[src/rtl/seq_det_pkg.sv]
// Shared constants and types for the parametrised serial pattern detector.
package seq_det_pkg;

    localparam int unsigned PAT_W_MIN = 2;
    localparam int unsigned PAT_W_MAX = 32;

    localparam logic [3:0] DEFAULT_PAT_1101 = 4'b1101;

    typedef enum logic {
        OVL_OFF = 1'b0,
        OVL_ON  = 1'b1
    } ovl_mode_e;

endpackage : seq_det_pkg

[src/rtl/seq_det_sat_counter.sv]
// Saturating up-counter with synchronous clear; clear wins over a coincident increment.
module seq_det_sat_counter #(
    parameter int unsigned WIDTH = 8
) (
    input  logic             clk,
    input  logic             reset,
    input  logic             inc,
    input  logic             clr,
    output logic [WIDTH-1:0] count
);

    always_ff @(posedge clk or posedge reset) begin
        if (reset) begin
            count <= '0;
        end else if (clr) begin
            count <= '0;
        end else if (inc && (count != {WIDTH{1'b1}})) begin
            count <= count + WIDTH'(1);
        end
    end

endmodule : seq_det_sat_counter

[src/rtl/seq_detector_param.sv]
// Runtime-loadable serial pattern detector with overlap control and registered match pulse.
// Optional saturating match counter enabled by defining SEQ_DET_MATCH_CNT_EN.
module seq_detector_param
    import seq_det_pkg::*;
#(
    parameter int unsigned       PAT_W       = 4,
    parameter logic [PAT_W-1:0]  DEFAULT_PAT = PAT_W'(DEFAULT_PAT_1101),
    parameter int unsigned       CNT_W       = 8
) (
    input  logic             clk,
    input  logic             reset,
    input  logic             din_valid,
    input  logic             din,
    input  logic             overlap_en,
    input  logic             pat_load,
    input  logic [PAT_W-1:0] pat_in,
    input  logic             cnt_clr,
    output logic             dout,
    output logic [CNT_W-1:0] match_cnt
);

    localparam int unsigned        FILL_W    = $clog2(PAT_W + 1);
    localparam logic [FILL_W-1:0]  FILL_FULL = FILL_W'(PAT_W);

    if ((PAT_W < PAT_W_MIN) || (PAT_W > PAT_W_MAX)) begin : g_bad_pat_w
        $error("seq_detector_param: PAT_W out of range");
    end

    logic [PAT_W-1:0]  pattern, pattern_d;
    logic [PAT_W-1:0]  hist, hist_d, hist_shift;
    logic [FILL_W-1:0] fill, fill_d, fill_inc;
    logic              match_c;
    ovl_mode_e         ovl_mode;

    assign ovl_mode   = ovl_mode_e'(overlap_en);
    assign hist_shift = {hist[PAT_W-2:0], din};
    assign fill_inc   = (fill == FILL_FULL) ? FILL_FULL : fill + FILL_W'(1);

    // Load has priority over a same-cycle beat; idle cycles hold history.
    always_comb begin
        pattern_d = pattern;
        hist_d    = hist;
        fill_d    = fill;
        match_c   = 1'b0;
        if (pat_load) begin
            pattern_d = pat_in;
            hist_d    = '0;
            fill_d    = '0;
        end else if (din_valid) begin
            hist_d  = hist_shift;
            match_c = (fill_inc == FILL_FULL) && (hist_shift == pattern);
            fill_d  = (match_c && (ovl_mode == OVL_OFF)) ? '0 : fill_inc;
        end
    end

    always_ff @(posedge clk or posedge reset) begin
        if (reset) begin
            pattern <= DEFAULT_PAT;
            hist    <= '0;
            fill    <= '0;
            dout    <= 1'b0;
        end else begin
            pattern <= pattern_d;
            hist    <= hist_d;
            fill    <= fill_d;
            dout    <= match_c;
        end
    end

`ifdef SEQ_DET_MATCH_CNT_EN
    seq_det_sat_counter #(
        .WIDTH (CNT_W)
    ) u_match_cnt (
        .clk   (clk),
        .reset (reset),
        .inc   (dout),
        .clr   (cnt_clr),
        .count (match_cnt)
    );
`else
    logic unused_cnt_clr;
    assign unused_cnt_clr = cnt_clr;
    assign match_cnt      = '0;
`endif

endmodule : seq_detector_param

[config.mk]
export PLATFORM = sky130hd
export DESIGN_NAME = seq_detector_param
export DESIGN_NICKNAME = d
export VERILOG_FILES = /design/src/rtl/seq_det_pkg.sv /design/src/rtl/seq_det_sat_counter.sv /design/src/rtl/seq_detector_param.sv
export SDC_FILE = /design/constraint.sdc
export NUM_CORES = 1
export LEC_CHECK = 0
export ABC_AREA = 1
export CAP_MARGIN = 20
export CORE_UTILIZATION = 44
export DETAILED_ROUTE_END_ITERATION = 10
export PLACE_DENSITY = 0.85
export SYNTH_ARGS = -nofsm -noshare
export SYNTH_HDL_FRONTEND = slang
export SYNTH_SLANG_ARGS = --single-unit
[constraint.sdc]
create_clock -name clk -period 1.8 [get_ports clk]
set_clock_uncertainty 0.15 [all_clocks]
set_input_delay 0.36 -clock clk [delete_from_list [all_inputs] [get_ports clk]]
set_output_delay 0.36 -clock clk [all_outputs]
set_load 0.05 [all_outputs]
==> metrics.md, run 1 <==
| Metric | Value |
|---|---|
| Layout area overhead | 16.2% |
| Clk buf depth | 2 |
| CP Capture Type | flop |
| All-Layer GR Usage | 18.5% |
| RSZ-0062 raised after global routing | false |
| Gr ovfl total | 0 |
| Min-delay worst type | input port to async pin |
| Post-CTS sizing | 0 |
| Most frequent cells in the layout | nand2_1 (22), inv_1 (19), clkdlybuf4s50_1 (9) |
| Min Clock Period, post-route | 1460 ps |
| Synth warn | 0 |
| Power, Total | 0.000572 W |
| R2R cell count | 8 |
| Routing usage on met1 | 22.6% |
| Critical path peak fanout | 3 |
| Crit Reg-Reg Endpoint | fill[2] |
| Crit path DAT | 1490 ps |
| Worst-Skew Late Latency | 270 ps |
| Root buf cell | clkbuf_4 |
| Vias in the first global route | 436 |
| R2R setup slack | 340 ps |
| Drt pass-1 iters | 4 |
| Leakage | 0.400 nW |
| Footprint of the multi-input gates | 251 sq um |
| Number of buffers added on ports | 10 |
| Status | finished clean |
| Hold_buf cts | 0 |
| Hpwl dp | 826 um |
| First-pass GRT wire length | 1.84 mm |
| Mapped Area | 647 sq um |
| Largest net degree at the start of global routing | 12 |
| Synthesis-stage register bit count | 11 |
| Met2 Use GR | 27.0% |
| TNS Setup | 0 ps |
| DR vias | 497 |
| CP required | 1820 ps |
| Slew Viols, Final | 0 |
| Starting Density | 48.5% |
| Startpoint Class | flop |
| Met3 Resource Use GR | 8.33% |
| Period utilization | 81.4% |
| # Max-Cap Violations | 0 |
| Die Footprint | 0.00163 sq mm |
| Final GP Congestion | 0.806 |
| Reg area | 279 sq um |
| # clock sinks | 11 |
| Syn avg cell area | 7.61 sq um |
| CTS tree | yes |
| Post-layout nets | 112 |
| Max rail drop VDD | 0.000434 V |
| Io pins | 20 |
| Total Wirelength | 1.06 mm |
| Drt initial violations | 10 |
| Antenna violations before repair | 0 |
| Total CTS buffers | 3 |
| Commonest non-fill, non-tap cell in the layout | nand2_1 |
| Residual DRC count | 0 |
| Ant diodes | 0 |
| Sequential area share after synthesis | 43.1% |
| Core region area | 0.00133 sq mm |
| Vert. Die Dim | 40.3 um |
| Via/cell ratio | 4.40 |
| Post-CTS repair timing setup buffer count | 0 |
| Cell Pwr Density | 760 mW/mm^2 |
| Drt wl/cell | 9.40 um |
| Hold Vio Cnt, Final | 0 |
| H-tree levels | 1 |
| Global route hottest layer | met2 |
| Antenna viol nets, final | 0 |
| Non-Filler Instances | 113 |
| Post-synth cell types | 15 |
| # rows | 13 |
| Share of layout cells above drive strength 1 | 12.2% |
| Clock transition at the registers of the reported paths | 70 ps |
| Cells after synthesis | 85 |
| DIE WIDTH | 40.3 um |
| Filler Cell Count | 127 |
| Worst r2r src | fill[0] |
| Final setup viols | 0 |
| Dpl cells | 109 |
| Crit Path Class | flop to flop |
| Fmax | 0.683 GHz |
==> synthesized netlist by cell type, drive strengths merged <==
cell | n | area (sq um)
conb | 1 | 3.75
o22ai | 5 | 31.3
ha | 2 | 25.0
o21ai | 5 | 25.0
dfrtp | 8 | 200
nor2 | 7 | 31.3
nand3 | 3 | 20.0
buf | 9 | 71.3
dfstp | 3 | 78.8
inv | 19 | 71.3
nand2 | 23 | 88.8
==> state kept, by name, indices dropped and copies added (netlist names) <==
signal	cells
fill	3
pattern	4
dout	1
hist	3
==> power breakdown <==
| group | internal, W | switching (W) |
|---|---|---|
| combinational | 0.0000398 | 0.0000849 |
| clock | 0.0000859 | 0.0000865 |
| sequential | 0.000267 | 0.00000784 |
| total | 0.000392 | 0.000179 |
==> final cells by class <==
type | count | area share [%]
clock buffer | 4 | 3.49
inverter | 19 | 9.48
multi-input combinational | 53 | 33.4
sequential | 11 | 37.1
tap | 15 | 2.50
timing repair buffer | 11 | 14.0
==> critical path: stages, from the launching register on <==
cell and delay (ps):
dfrtp_1 380, inv_1 100, ha_1 240, inv_1 100, nand3_2 90, nor2_2 120, nand3_1 70, nand2_1 60
nand2_1 40
==> stage by stage <==
stage	hold WS [ps]	util, %	setup slack, ps	instance area, sq um
final	213	56.4	336	752
after floorplan	60.3	-	448	673
after detailed placement	340	54.4	177	726
after global placement	333	54.4	185	726
after CTS	229	56.4	341	752
after global routing	254	56.4	218	752
==> metal layers <==
| metal | part of all wire [%] | wire length, um |
|---|---|---|
| met1 | 48 | 507 |
| met3 | 4.2 | 45 |
| met2 | 47 | 498 |
| met4 | 0.94 | 10 |
| met5 | 0 | 0 |
==> worst max path at each step <==
stage	from	end	slack (ps)
5_1_grt	fill[0]	fill[2]	220
6_report	fill[0]	fill[2]	340
2_1_floorplan	fill[0]	fill[2]	450
3_5_place_dp	din	fill[2]	180
4_1_cts	fill[0]	fill[2]	340
3_3_place_gp	din	fill[2]	180
==> kinds of logic after synthesis <==
family / count (synthesis) / synth area share, %
compound gates: 10 / 8.70
fa+ha+maj: 2 / 3.87
buf+inv: 28 / 22.1
flops: 11 / 43.1
other cells: 1 / 0.580
simple gates: 33 / 21.7
(Power assumes the default switching activity.)
==> inputs of run 2 (changes only) <==
Settings changed: CORE_UTILIZATION 44 to 40, PLACE_DENSITY 0.85 to 0.82.
Clock period 1.8 ns to 1.3 ns, I/O delays scaled along.
==> run 2 against run 1 <==
Against the previous run: the flow now finishes with violations (setup timing); final cell count rose by 3.5%; first-iteration DRC count rose by 10%; total power is 42% higher; non-clock buffer count grew 3; critical endpoint unchanged; largest power group unchanged.
==> metrics.md, run 2 (same netlist as run 1, synthesis figures left out) <==
| Metric | Value |
|---|---|
| Dpl cell area | 774 sq um (was 726 sq um) |
| Int Pwr | 0.000556 W (was 0.000392 W) |
| Hold Vio Cnt, Final | 0 (unchanged) |
| DIE WIDTH | 42.2 um (was 40.3 um) |
| Setup ws final | -89.7 ps (was 336 ps) |
| Clk buf depth | 2 (unchanged) |
| Slowest cell on the critical path | dfrtp_1 (unchanged) |
| Clock transition at the registers of the reported paths | 70 ps (about the same) |
| Non-Filler Instances | 117 (was 113) |
| Fmax | 0.720 GHz (was 0.683 GHz) |
| Critical path peak fanout | 2 (was 3) |
| Drt pass-1 iters | 4 (unchanged) |
| All-Layer GR Usage | 14.9% (was 18.5%) |
| Crit path buf inv count | 2 (unchanged) |
| First-pass GRT wire length | 1.97 mm (was 1.84 mm) |
| Root buf cell | clkbuf_4 (unchanged) |
| Design area | 825 sq um (was 752 sq um) |
| Worst path top cell family by delay | flip-flops (unchanged) |
| CP required | 1310 ps (was 1820 ps) |
| # Max-Cap Violations | 0 (unchanged) |
| Core region area | 0.00151 sq mm (was 0.00133 sq mm) |
| Number of buffers added on ports | 10 (unchanged) |
| CP Capture Type | flop (unchanged) |
| Crit-path cells | inv_2 -> ha_4 -> inv_2 -> nand3_2 -> nor2_4 -> nand3_2 -> nand2_1 -> nand2_1 (was inv_1 -> ha_1 -> inv_1 -> nand3_2 -> nor2_2 -> nand3_1 -> nand2_1 -> nand2_1) |
| Crit Path Class | flop to flop (unchanged) |
| Crit path DAT | 1400 ps (was 1490 ps) |
| Post-layout nets | 115 (was 112) |
| Failing checks | setup timing |
| Drt wl/cell | 9.38 um (was 9.40 um) |
| R2R setup slack | -90 ps (was 340 ps) |
| Io pins | 20 (unchanged) |
| Footprint of the multi-input gates | 287 sq um (was 251 sq um) |
| Period utilization | 107% (was 81.4%) |
| Max rail drop VDD | 0.000619 V (was 0.000434 V) |
| Biggest register | pattern (unchanged) |
| Clk pwr share | 28.3% (was 30.2%) |
| H-tree levels | 1 (unchanged) |
| Final GP Congestion | 0.795 (was 0.806) |
| Filler Cell Count | 143 (was 127) |
| Combinational share of power | 24.8% (was 21.8%) |
| Share of layout cells above drive strength 1 | 23.8% (was 12.2%) |
| Largest regs | pattern x4, fill x3, hist x3 (unchanged) |
| Via/cell ratio | 4.54 (was 4.40) |
| Hpwl dp | 901 um (was 826 um) |
| # rows | 14 (was 13) |
| CTS tree | yes (unchanged) |
| Leakage | 0.423 nW (was 0.400 nW) |
| Total Wirelength | 1.10 mm (was 1.06 mm) |
| RSZ-0062 raised after global routing | true (was false) |
| Commonest non-fill, non-tap cell in the layout | nand2_1 (unchanged) |
| Gr ovfl total | 0 (unchanged) |
| Switching power summed over all nets | 0.000256 W (was 0.000179 W) |
| Status | finished, violations left (was finished clean) |
| Hold_buf cts | 0 (unchanged) |
| Worst-Skew Late Latency | 270 ps (about the same) |
| Starting Density | 42.9% (was 48.5%) |
| Die Footprint | 0.00178 sq mm (was 0.00163 sq mm) |
| Sequential share of power | 46.9% (was 48.0%) |
| Largest net degree at the start of global routing | 12 (unchanged) |
| Most frequent cells in the layout | nand2_1 (20), inv_1 (16), clkdlybuf4s50_1 (9) (was nand2_1 (22), inv_1 (19), clkdlybuf4s50_1 (9)) |
| Startpoint Class | flop (unchanged) |
| Largest register FFs | 4 (unchanged) |
| Residual DRC count | 0 (unchanged) |
| Cell Pwr Density | 985 mW/mm^2 (was 760 mW/mm^2) |
| Sw Ratio | 31.5% (was 31.4%) |
| Total CTS buffers | 3 (unchanged) |
| Slew Viols, Final | 0 (unchanged) |
| Post-CTS repair timing setup buffer count | 0 (unchanged) |
| Dpl cells | 113 (was 109) |
| Antenna violations before repair | 0 (unchanged) |
| CP peak stage delay | 400 ps (was 380 ps) |
| Layout area overhead | 27.5% (was 16.2%) |
| Ant diodes | 0 (unchanged) |
| Final setup viols | 2 (was 0) |
| Drt initial violations | 11 (was 10) |
| DR vias | 531 (was 497) |
| # clock sinks | 11 (unchanged) |
| Min-delay worst type | input port to async pin (unchanged) |
| Vert. Die Dim | 42.2 um (was 40.3 um) |
| Min Clock Period, post-route | 1390 ps (was 1460 ps) |
| Reg area | 279 sq um (unchanged) |
| Antenna viol nets, final | 0 (unchanged) |
| Vias in the first global route | 495 (was 436) |
==> run 2: layout make-up <==
class	count	area share, %
multi-input cells	53	34.7
inverters	19	8.65
clock buffers	3	2.73
clock inverters	1	0.607
well taps	16	2.43
repair buffers	14	17.0
flip-flops and latches	11	33.8
==> run 2: metrics by stage <==
step | setup TNS [ps] | total power [W] | utilization (%) | setup slack (ps) | hold WS (ps)
floorplan | 0 | 0.000539 | - | 6.64 | -39.7
global placement | -896 | 0.000571 | 51.4 | -203 | 333
detailed placement | -1070 | 0.000578 | 51.4 | -238 | 338
CTS | -89.3 | 0.000819 | 54.1 | -89.3 | 132
global route | -298 | 0.000852 | 54.7 | -202 | 177
finish | -94.2 | 0.000812 | 54.7 | -89.7 | 129
==> run 2: path summary, 6_finish.rpt <==
kind,startpoint,end,cells after the start
hold / removal,reset,hist[1],2
min in group clk,pattern[2],pattern[2],2
setup reg to reg,fill[0],fill[2],8
setup / recovery,fill[0],fill[2],8
max in group asynchronous,reset,pattern[3],2
hold reg to reg,pattern[2],pattern[2],2
==> run 2: power groups by stage <==
stage / Clock, W / Combinational (W) / Sequential (W)
floorplan: 0 / 0.000155 / 0.000384
global placement: 0 / 0.000185 / 0.000386
detailed placement: 0 / 0.000191 / 0.000387
CTS: 0.000239 / 0.000198 / 0.000381
global route: 0.000248 / 0.000220 / 0.000384
finish: 0.000230 / 0.000201 / 0.000381
==> run 2: routing by layer <==
| layer | vias to the layer above | wire, um | GRT usage [%] |
|---|---|---|---|
| li1 | 269 | - | - |
| met1 | 242 | 478 | 17.2 |
| met2 | 20 | 556 | 25.2 |
| met3 | 0 | 61 | 6.47 |
| met4 | 0 | 0 | 3.75 |
| met5 | - | 0 | 0 |
==> run 2: repair_timing <==
action	CTS	global route
pin swaps	4	2
resized for setup	5	2
setup endpoints to repair	2	2
